$ cat src/rtl/detector_trigger_shaper_if.sv
// rtl/detector_trigger_shaper_if.sv - signal bundle between the calibration FSM side and the trigger shaper
//
// Purpose: groups the trigger shaper's control inputs and status outputs.
// Port summary:
//   enable, trigger_in, detector_ready  -> driven by master, read by the shaper
//   detector_trigger, busy, state_out,
//   trigger_count, dropped_count,
//   timeout_flag                        -> driven by the shaper (slave)
// CNT_W must match the CNT_W of the shaper instance connected to it.

interface detector_trigger_shaper_if #(
    parameter int CNT_W = 32
);
    logic             enable;
    logic             trigger_in;
    logic             detector_ready;
    logic             detector_trigger;
    logic             busy;
    logic [1:0]       state_out;
    logic [CNT_W-1:0] trigger_count;
    logic [15:0]      dropped_count;
    logic             timeout_flag;

    modport master (
        output enable, trigger_in, detector_ready,
        input  detector_trigger, busy, state_out, trigger_count, dropped_count, timeout_flag
    );

    modport slave (
        input  enable, trigger_in, detector_ready,
        output detector_trigger, busy, state_out, trigger_count, dropped_count, timeout_flag
    );
endinterface

$ cat src/rtl/detector_trigger_shaper.sv
// rtl/detector_trigger_shaper.sv - shapes trigger edges into fixed-width detector pulses with dead time
//
// Purpose: a rising edge of trigger_in, accepted in IDLE with enable and a
// synchronized detector_ready, produces a PULSE_WIDTH-cycle detector_trigger,
// followed by a HOLDOFF of at least HOLDOFF cycles that also waits for the
// detector to report ready. Rejected edges are counted in dropped_count.
// Optional feature macro: READY_TIMEOUT_EN (bounds the ready wait by TIMEOUT
// cycles and reports it through the sticky timeout_flag).
// Ports:
//   clock         system clock
//   reset_signal  asynchronous reset, active-low
//   bus           detector_trigger_shaper_if.slave (enable, trigger_in,
//                 detector_ready in; detector_trigger, busy, state_out,
//                 trigger_count, dropped_count, timeout_flag out)

module detector_trigger_shaper #(
    parameter int PULSE_WIDTH = 2000,
    parameter int HOLDOFF     = 1000,
    parameter int TIMEOUT     = 1_400_000,
    parameter int CNT_W       = 32
) (
    input  logic                      clock,
    input  logic                      reset_signal,
    detector_trigger_shaper_if.slave  bus
);
    localparam logic [1:0] S_IDLE    = 2'b00;
    localparam logic [1:0] S_PULSE   = 2'b01;
    localparam logic [1:0] S_HOLDOFF = 2'b10;

    localparam int MAX_PH  = (PULSE_WIDTH > HOLDOFF) ? PULSE_WIDTH : HOLDOFF;
    localparam int MAX_ALL = (MAX_PH > TIMEOUT) ? MAX_PH : TIMEOUT;
    localparam int CW      = $clog2(MAX_ALL + 1);

    localparam logic [CW-1:0] PW_LOAD = CW'(PULSE_WIDTH - 1);
    localparam logic [CW-1:0] HO_LOAD = CW'(HOLDOFF - 1);

    logic             trig_d;
    logic             rdy_meta;
    logic             rdy_s;
    logic [1:0]       state;
    logic [CW-1:0]    cnt;
    logic             det_q;
    logic [CNT_W-1:0] tcnt;
    logic [15:0]      dcnt;
    logic             tflag;
    logic             rise;
    logic             accept;

    assign rise   = bus.trigger_in & ~trig_d;
    assign accept = (state == S_IDLE) && rise && bus.enable && rdy_s;

`ifdef READY_TIMEOUT_EN
    localparam logic [CW-1:0] TO_LAST = CW'(TIMEOUT - 1);

    // Cycles spent in HOLDOFF; cleared on entry, holds once it reaches TO_LAST.
    logic [CW-1:0] wcnt;
`endif

    always_ff @(posedge clock or negedge reset_signal) begin
        if (!reset_signal) begin
            trig_d   <= 1'b0;
            rdy_meta <= 1'b0;
            rdy_s    <= 1'b0;
            state    <= S_IDLE;
            cnt      <= '0;
            det_q    <= 1'b0;
            tcnt     <= '0;
            dcnt     <= '0;
            tflag    <= 1'b0;
`ifdef READY_TIMEOUT_EN
            wcnt     <= '0;
`endif
        end else begin
            trig_d   <= bus.trigger_in;
            rdy_meta <= bus.detector_ready;
            rdy_s    <= rdy_meta;

            // Any edge not turned into a pulse is a drop, including the one
            // landing on the HOLDOFF->IDLE cycle.
            if (rise && !accept && dcnt != 16'hFFFF) begin
                dcnt <= dcnt + 16'd1;
            end

            case (state)
                S_IDLE: begin
                    if (accept) begin
                        state <= S_PULSE;
                        cnt   <= PW_LOAD;
                        det_q <= 1'b1;
                        tcnt  <= tcnt + CNT_W'(1);
                    end
                end
                S_PULSE: begin
                    if (cnt == '0) begin
                        state <= S_HOLDOFF;
                        cnt   <= HO_LOAD;
                        det_q <= 1'b0;
`ifdef READY_TIMEOUT_EN
                        wcnt  <= '0;
`endif
                    end else begin
                        cnt <= cnt - CW'(1);
                    end
                end
                S_HOLDOFF: begin
                    if (cnt != '0) begin
                        cnt <= cnt - CW'(1);
                    end
                    if (cnt == '0 && rdy_s) begin
                        state <= S_IDLE;
                    end
`ifdef READY_TIMEOUT_EN
                    else if (!rdy_s && wcnt == TO_LAST) begin
                        state <= S_IDLE;
                        tflag <= 1'b1;
                    end
                    if (wcnt != TO_LAST) begin
                        wcnt <= wcnt + CW'(1);
                    end
`endif
                end
                default: begin
                    state <= S_IDLE;
                    det_q <= 1'b0;
                end
            endcase
        end
    end

    assign bus.detector_trigger = det_q;
    assign bus.busy             = (state != S_IDLE);
    assign bus.state_out        = state;
    assign bus.trigger_count    = tcnt;
    assign bus.dropped_count    = dcnt;
    assign bus.timeout_flag     = tflag;
endmodule

$ cat src/flat_wrapper.sv
// flat-port wrapper written by rule: the top's interface ports become plain ports
module detector_trigger_shaper_flat 
#(
    parameter int PULSE_WIDTH = 2000,
    parameter int HOLDOFF     = 1000,
    parameter int TIMEOUT     = 1_400_000,
    parameter int CNT_W       = 32
)
  (clock, reset_signal, bus_enable, bus_trigger_in, bus_detector_ready, bus_detector_trigger, bus_busy, bus_state_out, bus_trigger_count, bus_dropped_count, bus_timeout_flag);
  detector_trigger_shaper_if #(.CNT_W(CNT_W)) bus_i ();
  input  logic clock;
  input  logic reset_signal;
  input wire logic [$bits(bus_i.enable)-1:0] bus_enable;
  input wire logic [$bits(bus_i.trigger_in)-1:0] bus_trigger_in;
  input wire logic [$bits(bus_i.detector_ready)-1:0] bus_detector_ready;
  output wire logic [$bits(bus_i.detector_trigger)-1:0] bus_detector_trigger;
  output wire logic [$bits(bus_i.busy)-1:0] bus_busy;
  output wire logic [$bits(bus_i.state_out)-1:0] bus_state_out;
  output wire logic [$bits(bus_i.trigger_count)-1:0] bus_trigger_count;
  output wire logic [$bits(bus_i.dropped_count)-1:0] bus_dropped_count;
  output wire logic [$bits(bus_i.timeout_flag)-1:0] bus_timeout_flag;
  assign bus_i.enable = bus_enable;
  assign bus_i.trigger_in = bus_trigger_in;
  assign bus_i.detector_ready = bus_detector_ready;
  assign bus_detector_trigger = bus_i.detector_trigger;
  assign bus_busy = bus_i.busy;
  assign bus_state_out = bus_i.state_out;
  assign bus_trigger_count = bus_i.trigger_count;
  assign bus_dropped_count = bus_i.dropped_count;
  assign bus_timeout_flag = bus_i.timeout_flag;
  detector_trigger_shaper #(.PULSE_WIDTH(PULSE_WIDTH), .HOLDOFF(HOLDOFF), .TIMEOUT(TIMEOUT), .CNT_W(CNT_W)) u_core (.clock(clock), .reset_signal(reset_signal), .bus(bus_i));
endmodule
$ cat config.mk
export PLATFORM = sky130hd
export DESIGN_NAME = detector_trigger_shaper_flat
export DESIGN_NICKNAME = d
export VERILOG_FILES = /design/src/rtl/detector_trigger_shaper_if.sv /design/src/rtl/detector_trigger_shaper.sv /design/src/flat_wrapper.sv
export SDC_FILE = /design/constraint.sdc
export NUM_CORES = 1
export LEC_CHECK = 0
export BUFFER_PORTS_ARGS = -buffer_cell sky130_fd_sc_hd__buf_4
export CAP_MARGIN = 20
export CORE_MARGIN = 2
export CORE_UTILIZATION = 30
export CTS_CLUSTER_DIAMETER = 60
export CTS_CLUSTER_SIZE = 10
export DETAILED_ROUTE_END_ITERATION = 7
export HOLD_SLACK_MARGIN = 0.05
export PLACE_DENSITY = 0.54
export SETUP_SLACK_MARGIN = 0.1
export SYNTH_ARGS = -nofsm -noshare
export SYNTH_HDL_FRONTEND = slang
export SYNTH_SLANG_ARGS = --single-unit
$ cat constraint.sdc
create_clock -name clock -period 2.48 [get_ports clock]
set_clock_uncertainty 0.2 [all_clocks]
set_input_delay 0.372 -clock clock [delete_from_list [all_inputs] [get_ports clock]]
set_output_delay 0.372 -clock clock [all_outputs]
set_load 0.03 [all_outputs]
* Word level (Yosys, flattened, before mapping) *
Index checks and enable logic that the tools add are counted.

word-level totals
  register bits = 75
  latch bits = 0
  memory bits (writable) = 0
  ROM bits = 0
  bits of input ports = 5
  output and inout port bits = 53
  logic and storage cells = 48
  memories = 0

cells by class
  add/sub/neg operators = 3
  $mul = 0
  div/mod/pow operators = 0
  magnitude comparators = 0
  equality and inequality tests = 7
  shift-type cells = 0
  muxes and demuxes = 11
  bitwise operators = 3
  reductions and logical operators = 16

operators with widths
  cell                                                                     count
  21-bit 2-to-1 mux                                                        3
  21-bit case mux with 3 select lines                                      1
  32-bit by 1-bit adder with 32-bit output, second input constant          1
  21-bit logical NOT                                                       1
  21-bit nonzero test                                                      1
  21-bit by 1-bit subtractor with 21-bit output, second input constant     1
  16-bit by 1-bit adder with 16-bit output, second input constant          1
  16-bit inequality test, second input constant                            1
  3-bit AND reduction                                                      3
  2-bit by 1-bit inequality test with 1-bit output, second input constant  4
  1-bit logical AND                                                        6
  2-bit 2-to-1 mux                                                         3
  2-bit case mux with 3 select lines                                       1
  1-bit case mux with 3 select lines                                       1
  3-bit nonzero test                                                       1
  2-bit by 1-bit equality test with 1-bit output, second input constant    1
  2-bit equality test, second input constant                               1
  2-bit logical NOT                                                        1
  1-bit 2-to-1 mux                                                         2
  1-bit NOT                                                                2
  2-bit AND reduction                                                      1
  2-bit nonzero test                                                       1
  1-bit AND                                                                1
  1-bit logical NOT                                                        1

* Logic depth before layout (Yosys ltp) *
Gate-level depths: netlist (run 1).

  word-level depth = 8
  gate-level depth with buffers = 9
  depth with buffers taken out = 7

* Least setup slack after synthesis (run 1) *
No wires, ideal clock.

  kind = register to register
  from = register u_core.state[0], in the netlist u_core.bus.state_out[0]
  to = register u_core.dcnt[8], in the netlist u_core.bus.dropped_count[8]
  setup time = 0.134 ns
  arrival time = 2.124 ns
  required time = 2.146 ns
  slack = 0.022 ns
  cell stages (with the launch flop) = 8
  path buffers = 0
  clock period less this slack = 2.458 ns
  path through = dfrtp_1 > inv_1 > ha_1 > nand3_1 > nand2b_1 > nor4_1 > nand3_1 > xnor2_1

between the ends
  word-level cells in the longest chain between the ends = 7

ends and longest elaborated chain
  element                          line                           RTL
  start: declaration               detector_trigger_shaper.sv:40  logic [1:0] state;
  start signal: assignment         detector_trigger_shaper.sv:64  state <= S_IDLE;
  start signal: assignment         detector_trigger_shaper.sv:87  state <= S_PULSE;
  start signal: assignment         detector_trigger_shaper.sv:95  state <= S_HOLDOFF;
  2-bit logical NOT                detector_trigger_shaper.sv:50  assign accept = (state == S_IDLE) && rise && bus.enable && rdy_s;
  1-bit logical AND (3 in series)  detector_trigger_shaper.sv:50
  1-bit logical NOT                detector_trigger_shaper.sv:80  if (rise && !accept && dcnt != 16'hFFFF) begin
  1-bit logical AND (2 in series)  detector_trigger_shaper.sv:80
  end signal: assignment           detector_trigger_shaper.sv:81  dcnt <= dcnt + 16'd1;
  end: declaration                 detector_trigger_shaper.sv:44  logic [15:0] dcnt;

Every way passes these cells.
A chain may end at the register's enable or synchronous reset.

* Worst setup path after layout (run 1) *
  from = register u_core.cnt[15]
  to = register u_core.det_q, in the netlist u_core.bus.detector_trigger

between the ends
  word-level cells in the longest chain between the ends = 3

ends and longest elaborated chain
  element                                                     line                            RTL
  start: declaration                                          detector_trigger_shaper.sv:41   logic [CW-1:0] cnt;
  start signal: assignment                                    detector_trigger_shaper.sv:102  cnt <= cnt - CW'(1);
  start signal: assignment                                    detector_trigger_shaper.sv:107  cnt <= cnt - CW'(1);
  21-bit logical NOT                                          detector_trigger_shaper.sv:94   if (cnt == '0) begin
  2-bit by 1-bit inequality test with 1-bit output (no line)  -
  3-bit AND reduction (no line)                               -
  end signal: assignment                                      detector_trigger_shaper.sv:89   det_q <= 1'b1;
  end signal: assignment                                      detector_trigger_shaper.sv:97   det_q <= 1'b0;
  end signal: assignment                                      detector_trigger_shaper.sv:124  det_q <= 1'b0;
  end: declaration                                            detector_trigger_shaper.sv:42   logic det_q;

Every way passes these cells.

==> flow_summary.toml, run 1 <==
[status]
status = "completed"

[clock_tree]
cts_made_buffers = 9
cts_root_buf = "clkbuf_16"
cts_tree = "done"
clock-sinks = 75
clk_pin_slew_ns = 0.06
worst_skew_pair.late_latency_ns = 0.34
cts_buffer_depth = 2
cts_htree_levels = 3

[logic_synthesis]
synth_edf_count = 0
synth_area_um2 = 3810
async_flop_share_pct = 100
synth.top_cell.area_share_pct = 49.2
synth_cell_type_count = 54
seq_area_frac_synth_pct = 49.2
synth_common_cells = "75 x dfrtp_1, 37 x nand2_1, 35 x xnor2_1"
syn_nets = 386
yosys_warnings = 1
synthTopCellsByArea = "dfrtp_1 49%, xnor2_1 8.0%, nand2_1 3.6%"
synth_top_area_cell = "dfrtp_1"
synthFlopType = "dfrtp_1"
synth_most_common_cell = "dfrtp_1"
avgSynthCellArea_um2 = 10.2
syn_inst = 373
yosys_register_bits = 75

[timing]
setup_viol = 0
fmax_mhz = 435
fin_crit_ns = 2.30
fin_crit_sh_pct = 92.8
slew_viol_final = 0
setup_ws_ns = 0.179
rsz0062_at_grt = "true"
finalHoldViolCount = 0
tns_ns = 0

[grt]
grt_pass1_wl_um = 15200
grt_overflow = 0
grtUsageTotal_pct = 14.2
antenna_found_initial = 0
grt_pass1_vias = 3068
grt_busiest_layer = "met2"
grt_use_met1_pct = 19.3
met3_usage_pct = 4.36
grt_max_degree = 34
gr-usage-met2_pct = 21.7

[route]
antenna_left = 0
via_per_inst = 4.90
drc = 0
routedWlPerCell_um = 14.1
via_count = 3172
wirelength_um = 9110
firstDrtPassIters = 4
first_iter_violations = 221

[pwr]
irDropWorstVdd_uv = 346
p_per_area_nw_per_um2 = 812
p_leak_uw = 0.00228

[floorplan]
die_x_um = 117
die-height_um = 117
coreArea_um2 = 12500
ios = 58
die_area_um2 = 13600
rows = 41
start_util_pct = 30.5

[finish]
layout.nets = 483
drive_gt1_share_pct = 28.2
areaGrowthSynthToFinish_pct = 32.2
fin_util_pct = 40.3
antennaDiodeCount = 0
multi_input_area_um2 = 1910
regArea_um2 = 1880
num-fill-cells = 1259

[critical_path]
required_ns = 2.51
crit_buf_inv = 2
path_class = "flop to flop"
start_kind = "flop"
cp_cell_sequence = "or4_4, nand4b_4, buf_4, o31ai_4, buf_4, nand2_1, a22o_1"
cp_common_cell = "buf_4"
r2r_slack_ns = 0.18
crit_slowest_cell = "or4_4"
crit_family = "simple AND/OR/NAND/NOR gates"
max_stage_delay_ns = 0.57
arrival_ns = 2.33
end_kind = "flop"
path_max_fanout = 6

[place]
gp_congestion = 0.845
place_ws_ns = 0.140
portBuffers = 56
dp_hpwl_um = 6760

[hold_path]
min_path_type = "flop to flop"

[flow_run]
drv_cap = 0
-- path summary, 6_finish.rpt --
check                           startpoint                      endpoint  cells after the start
min in group asynchronous     reset_signal  u_core.bus.trigger_count[14]                      2
min reg2reg                u_core.rdy_meta                  u_core.rdy_s                      0
max                         u_core.cnt[15]   u_core.bus.detector_trigger                      7
min                        u_core.rdy_meta                  u_core.rdy_s                      0
max reg2reg                 u_core.cnt[15]   u_core.bus.detector_trigger                      7
max in group asynchronous     reset_signal  u_core.bus.dropped_count[12]                      3
-- final cells by class --
| class | count | area share, % |
|---|---|---|
| multi-input cells | 280 | 37.9 |
| flip-flops and latches | 75 | 37.3 |
| repair buffers | 92 | 13.8 |
| clock buffers | 12 | 4.89 |
| well taps | 172 | 4.27 |
| clock inverters | 4 | 0.992 |
| inverters | 12 | 0.893 |
-- flip-flops by register name, indices dropped and copies added (netlist names) --
register / flops
u_core.bus.trigger_count: 32
u_core.cnt: 21
u_core.bus.dropped_count: 16
u_core.bus.state_out: 2
u_core.bus.detector_trigger: 1
u_core.rdy_meta: 1
u_core.rdy_s: 1
u_core.trig_d: 1
-- repair_timing --
action                                  CTS  global route
hold buffers                              3             0
hold endpoints to repair                 32             0
resized for setup                         0            15
endpoints found under the setup margin    0            41
setup buffers                             0             3
-- placed cells by master, fill, tap and decap left out, types with 3 or more instances in the layout --
cell and count:
nand2_1 37, or2_2 3, ha_1 7, o21ai_0 13, and2_1 6, and4_1 3
buf_4 89, nor2_1 22, xor2_1 11, a21oi_1 19, inv_1 10, nor4_2 4
a22o_1 4, dfrtp_1 73, dlygate4sd3_1 3, nand3_1 19, xnor2_1 35, nand2b_1 5
nand4_1 18, and3_1 7, nor3_1 9, a31oi_1 9, nor4_1 4, clkbuf_16 9
-- cell families (layout without fill, tap and decap cells) --
group | after synthesis | after routing | share of synthesized area, %
AOI/OAI and AO/OA | 69 | 69 | 12.6
buffers and inverters | 18 | 120 | 2.33
adders and majority gates | 8 | 8 | 2.62
muxes | 2 | 2 | 0.590
xor gates and xnor gates | 46 | 46 | 10.6
DFF | 75 | 75 | 49.2
and+or+nand+nor | 154 | 154 | 22.0
other | 1 | 1 | 0.0983
-- metrics by stage --
stage | std cells | cell area (um2) | hold WS (ns) | power (uW)
floorplan | 373 | 3820 | -0.124 | 2330
global placement | 625 | 4640 | 0.136 | 2760
detailed placement | 625 | 4640 | 0.135 | 2780
CTS | 644 | 4970 | 0.146 | 4110
global route | 647 | 5040 | 0.167 | 4360
finish | 647 | 5040 | 0.144 | 4100
-- worst reg2reg max path, stage by stage (launching register included) --
cell      delay, ns
dfrtp_1        0.40
or4_4          0.57
nand4b_4       0.20
buf_4          0.19
o31ai_4        0.27
buf_4          0.16
nand2_1        0.05
a22o_1         0.17
-- per-layer routing --
metal  routed length, um  vias up
met5                   0        -
met4                 138        0
met3                 425       12
met2                4170       69
met1                4380     1540
li1                    -     1551
-- report_power, final --
group / switching (uW) / leakage [uW] / internal [uW]
clock: 495 / 0.000139 / 805
sequential: 229 / 0.000989 / 1390
combinational: 699 / 0.00115 / 481
total: 1420 / 0.00228 / 2680
No activity file was read; power rests on OpenSTA's default activity.
==> run 2: changes to the inputs <==
--- a/config.mk
+++ b/config.mk
@@ -10,10 +10,10 @@
 export CORE_MARGIN = 2
 export CORE_UTILIZATION = 30
 export CTS_CLUSTER_DIAMETER = 60
-export CTS_CLUSTER_SIZE = 10
 export DETAILED_ROUTE_END_ITERATION = 7
 export HOLD_SLACK_MARGIN = 0.05
 export PLACE_DENSITY = 0.54
+export RECOVER_POWER = 50
 export SETUP_SLACK_MARGIN = 0.1
 export SYNTH_ARGS = -nofsm -noshare
 export SYNTH_HDL_FRONTEND = slang
==> run 2 against run 1 <==
- clock-buffer cell count is the same
- critical path depth is the same
- fmax is essentially flat
- total power shrank 0.64%
- flip-flop and latch count is the same
- critical endpoint unchanged
- combinational power is essentially flat
- clock power is essentially flat
==> flow_summary.toml, run 2 (synthesis gave the netlist of run 1 again) <==
[pwr]
combPwrFrac_pct = 28.3
p_leak_uw = 0.00217
irDropWorstVdd_uv = 346
p_int_uw = 2650
p_per_area_nw_per_um2 = 824
seqPwrFrac_pct = 39.7
power_frac_clock_pct = 32.0
netSwitchingFraction_pct = 35.0
switching_power_uw = 1420

[status]
status = "completed"

[hold_path]
whs_endpoint = "u_core.rdy_s"
hold_path_depth = 0
min_path_type = "flop to flop"
hp-start = "u_core.rdy_meta"

[critical_path]
end_kind = "flop"
path_max_fanout = 6
rr_worst_depth = 7
reg2reg_to = "u_core.bus.detector_trigger"
required_ns = 2.51
arrival_ns = 2.33
cp-startpoint = "u_core.cnt[15]"
start_kind = "flop"
path_class = "flop to flop"
r2r_slack_ns = 0.18
r2r-start = "u_core.cnt[15]"

[route]
antenna_left = 0
via_count = 3159
wirelength_um = 9160
first_iter_violations = 232
via_per_inst = 4.88
routedWlPerCell_um = 14.2
drc = 0
firstDrtPassIters = 4

[grt]
grt_pass1_wl_um = 15200
grt_overflow = 0
antenna_found_initial = 0
grtUsageTotal_pct = 14.2
grt_pass1_vias = 3068
grt_max_degree = 34

[floorplan]
coreArea_um2 = 12500
rows = 41
die-height_um = 117
start_util_pct = 30.5
die_x_um = 117
die_area_um2 = 13600
ios = 58

[timing]
tns_ns = 0
setup_ws_ns = 0.178
setup_viol = 0
fin_crit_ns = 2.30
tightest_slew_ns = 0.820
slew_headroom_pct = 45.3
fin_crit_sh_pct = 92.8
rsz0062_at_grt = "true"
finalHoldViolCount = 0
slew_viol_final = 0
fmax_mhz = 434

[clock_tree]
cts_made_buffers = 9
cts_buffer_depth = 2
cts_htree_levels = 3
cts_tree = "done"
worst_skew_pair.late_latency_ns = 0.34
cts_root_buf = "clkbuf_16"
clock-sinks = 75
clk_pin_slew_ns = 0.06

[place]
place_ws_ns = 0.140
dp_hpwl_um = 6760
gp_congestion = 0.845
portBuffers = 56

[finish]
drive_gt1_share_pct = 22.7
largest_reg_flops = 32
fin_util_pct = 39.5
areaGrowthSynthToFinish_pct = 29.6
layout.nets = 483
layout_commonest_cell = "dfrtp_1"
mostFrequentLayoutCells = "73 x dfrtp_1, 60 x buf_4, 37 x nand2_1"
antennaDiodeCount = 0

[flow_run]
drv_cap = 0
-- run 2: changes by cell type in the layout (fill, tap and decap cells not counted) --
cell,change
buf_4,-29
clkbuf_1,+26
clkbuf_2,+2
clkbuf_4,+1
-- run 2: routing by layer --
metal | global-route usage (%) | vias to the layer above | wire length [um]
li1 | - | 1552 | -
met1 | 19.3 | 1521 | 4410
met2 | 21.7 | 74 | 4160
met3 | 4.36 | 12 | 454
met4 | 4.71 | 0 | 138
met5 | 0 | - | 0
-- run 2: power by group through the flow --
stage          Clock [uW]  Sequential [uW]  Combinational (uW)
6_report             1300             1620                1150
5_1_grt              1410             1650                1280
4_1_cts              1340             1610                1160
3_5_place_dp            0             1630                1150
3_3_place_gp            0             1620                1140
2_1_floorplan           0             1750                 585
-- run 2: timing repair --
| action | CTS | global route |
|---|---|---|
| endpoints found under the hold margin | 32 | 0 |
| gates resized for setup | 0 | 15 |
| buffers inserted | 0 | 3 |
| endpoints found under the setup margin | 0 | 41 |
| hold buffers | 3 | 0 |
-- run 2: how the worst max path moves through the flow --
stage                     depth (start not counted)                     endpoint  slack, ns
after floorplan                                   8               u_core.cnt[13]       0.13
after global placement                            9               u_core.cnt[10]       0.15
after detailed placement                          9               u_core.cnt[10]       0.14
after CTS                                         6               u_core.cnt[10]       0.13
after global routing                              8  u_core.bus.dropped_count[9]       0.07
final                                             7  u_core.bus.detector_trigger       0.18
-- run 2: per-stage QoR --
step | total power, uW | instance area, um2 | hold WS, ns | std cells
6_report | 4070 | 4940 | 0.145 | 647
5_1_grt | 4340 | 4940 | 0.167 | 647
4_1_cts | 4110 | 4970 | 0.146 | 644
3_5_place_dp | 2780 | 4640 | 0.135 | 625
3_3_place_gp | 2760 | 4640 | 0.136 | 625
2_1_floorplan | 2330 | 3820 | -0.124 | 373
-- run 2: area by class of cell --
class	instances	area, um2
sequential	75	1880
inverter	12	45.0
multi-input combinational	280	1910
clock buffer	12	246
clock inverter	4	50.0
tap	172	215
fill	1287	7570
timing repair buffer	92	596
-- run 2: critical path, stage by stage (launching register included) --
cell	delay [ns]
dfrtp_1	0.40
or4_4	0.57
nand4b_4	0.19
buf_4	0.19
o31ai_4	0.27
buf_4	0.16
nand2_1	0.05
a22o_1	0.17
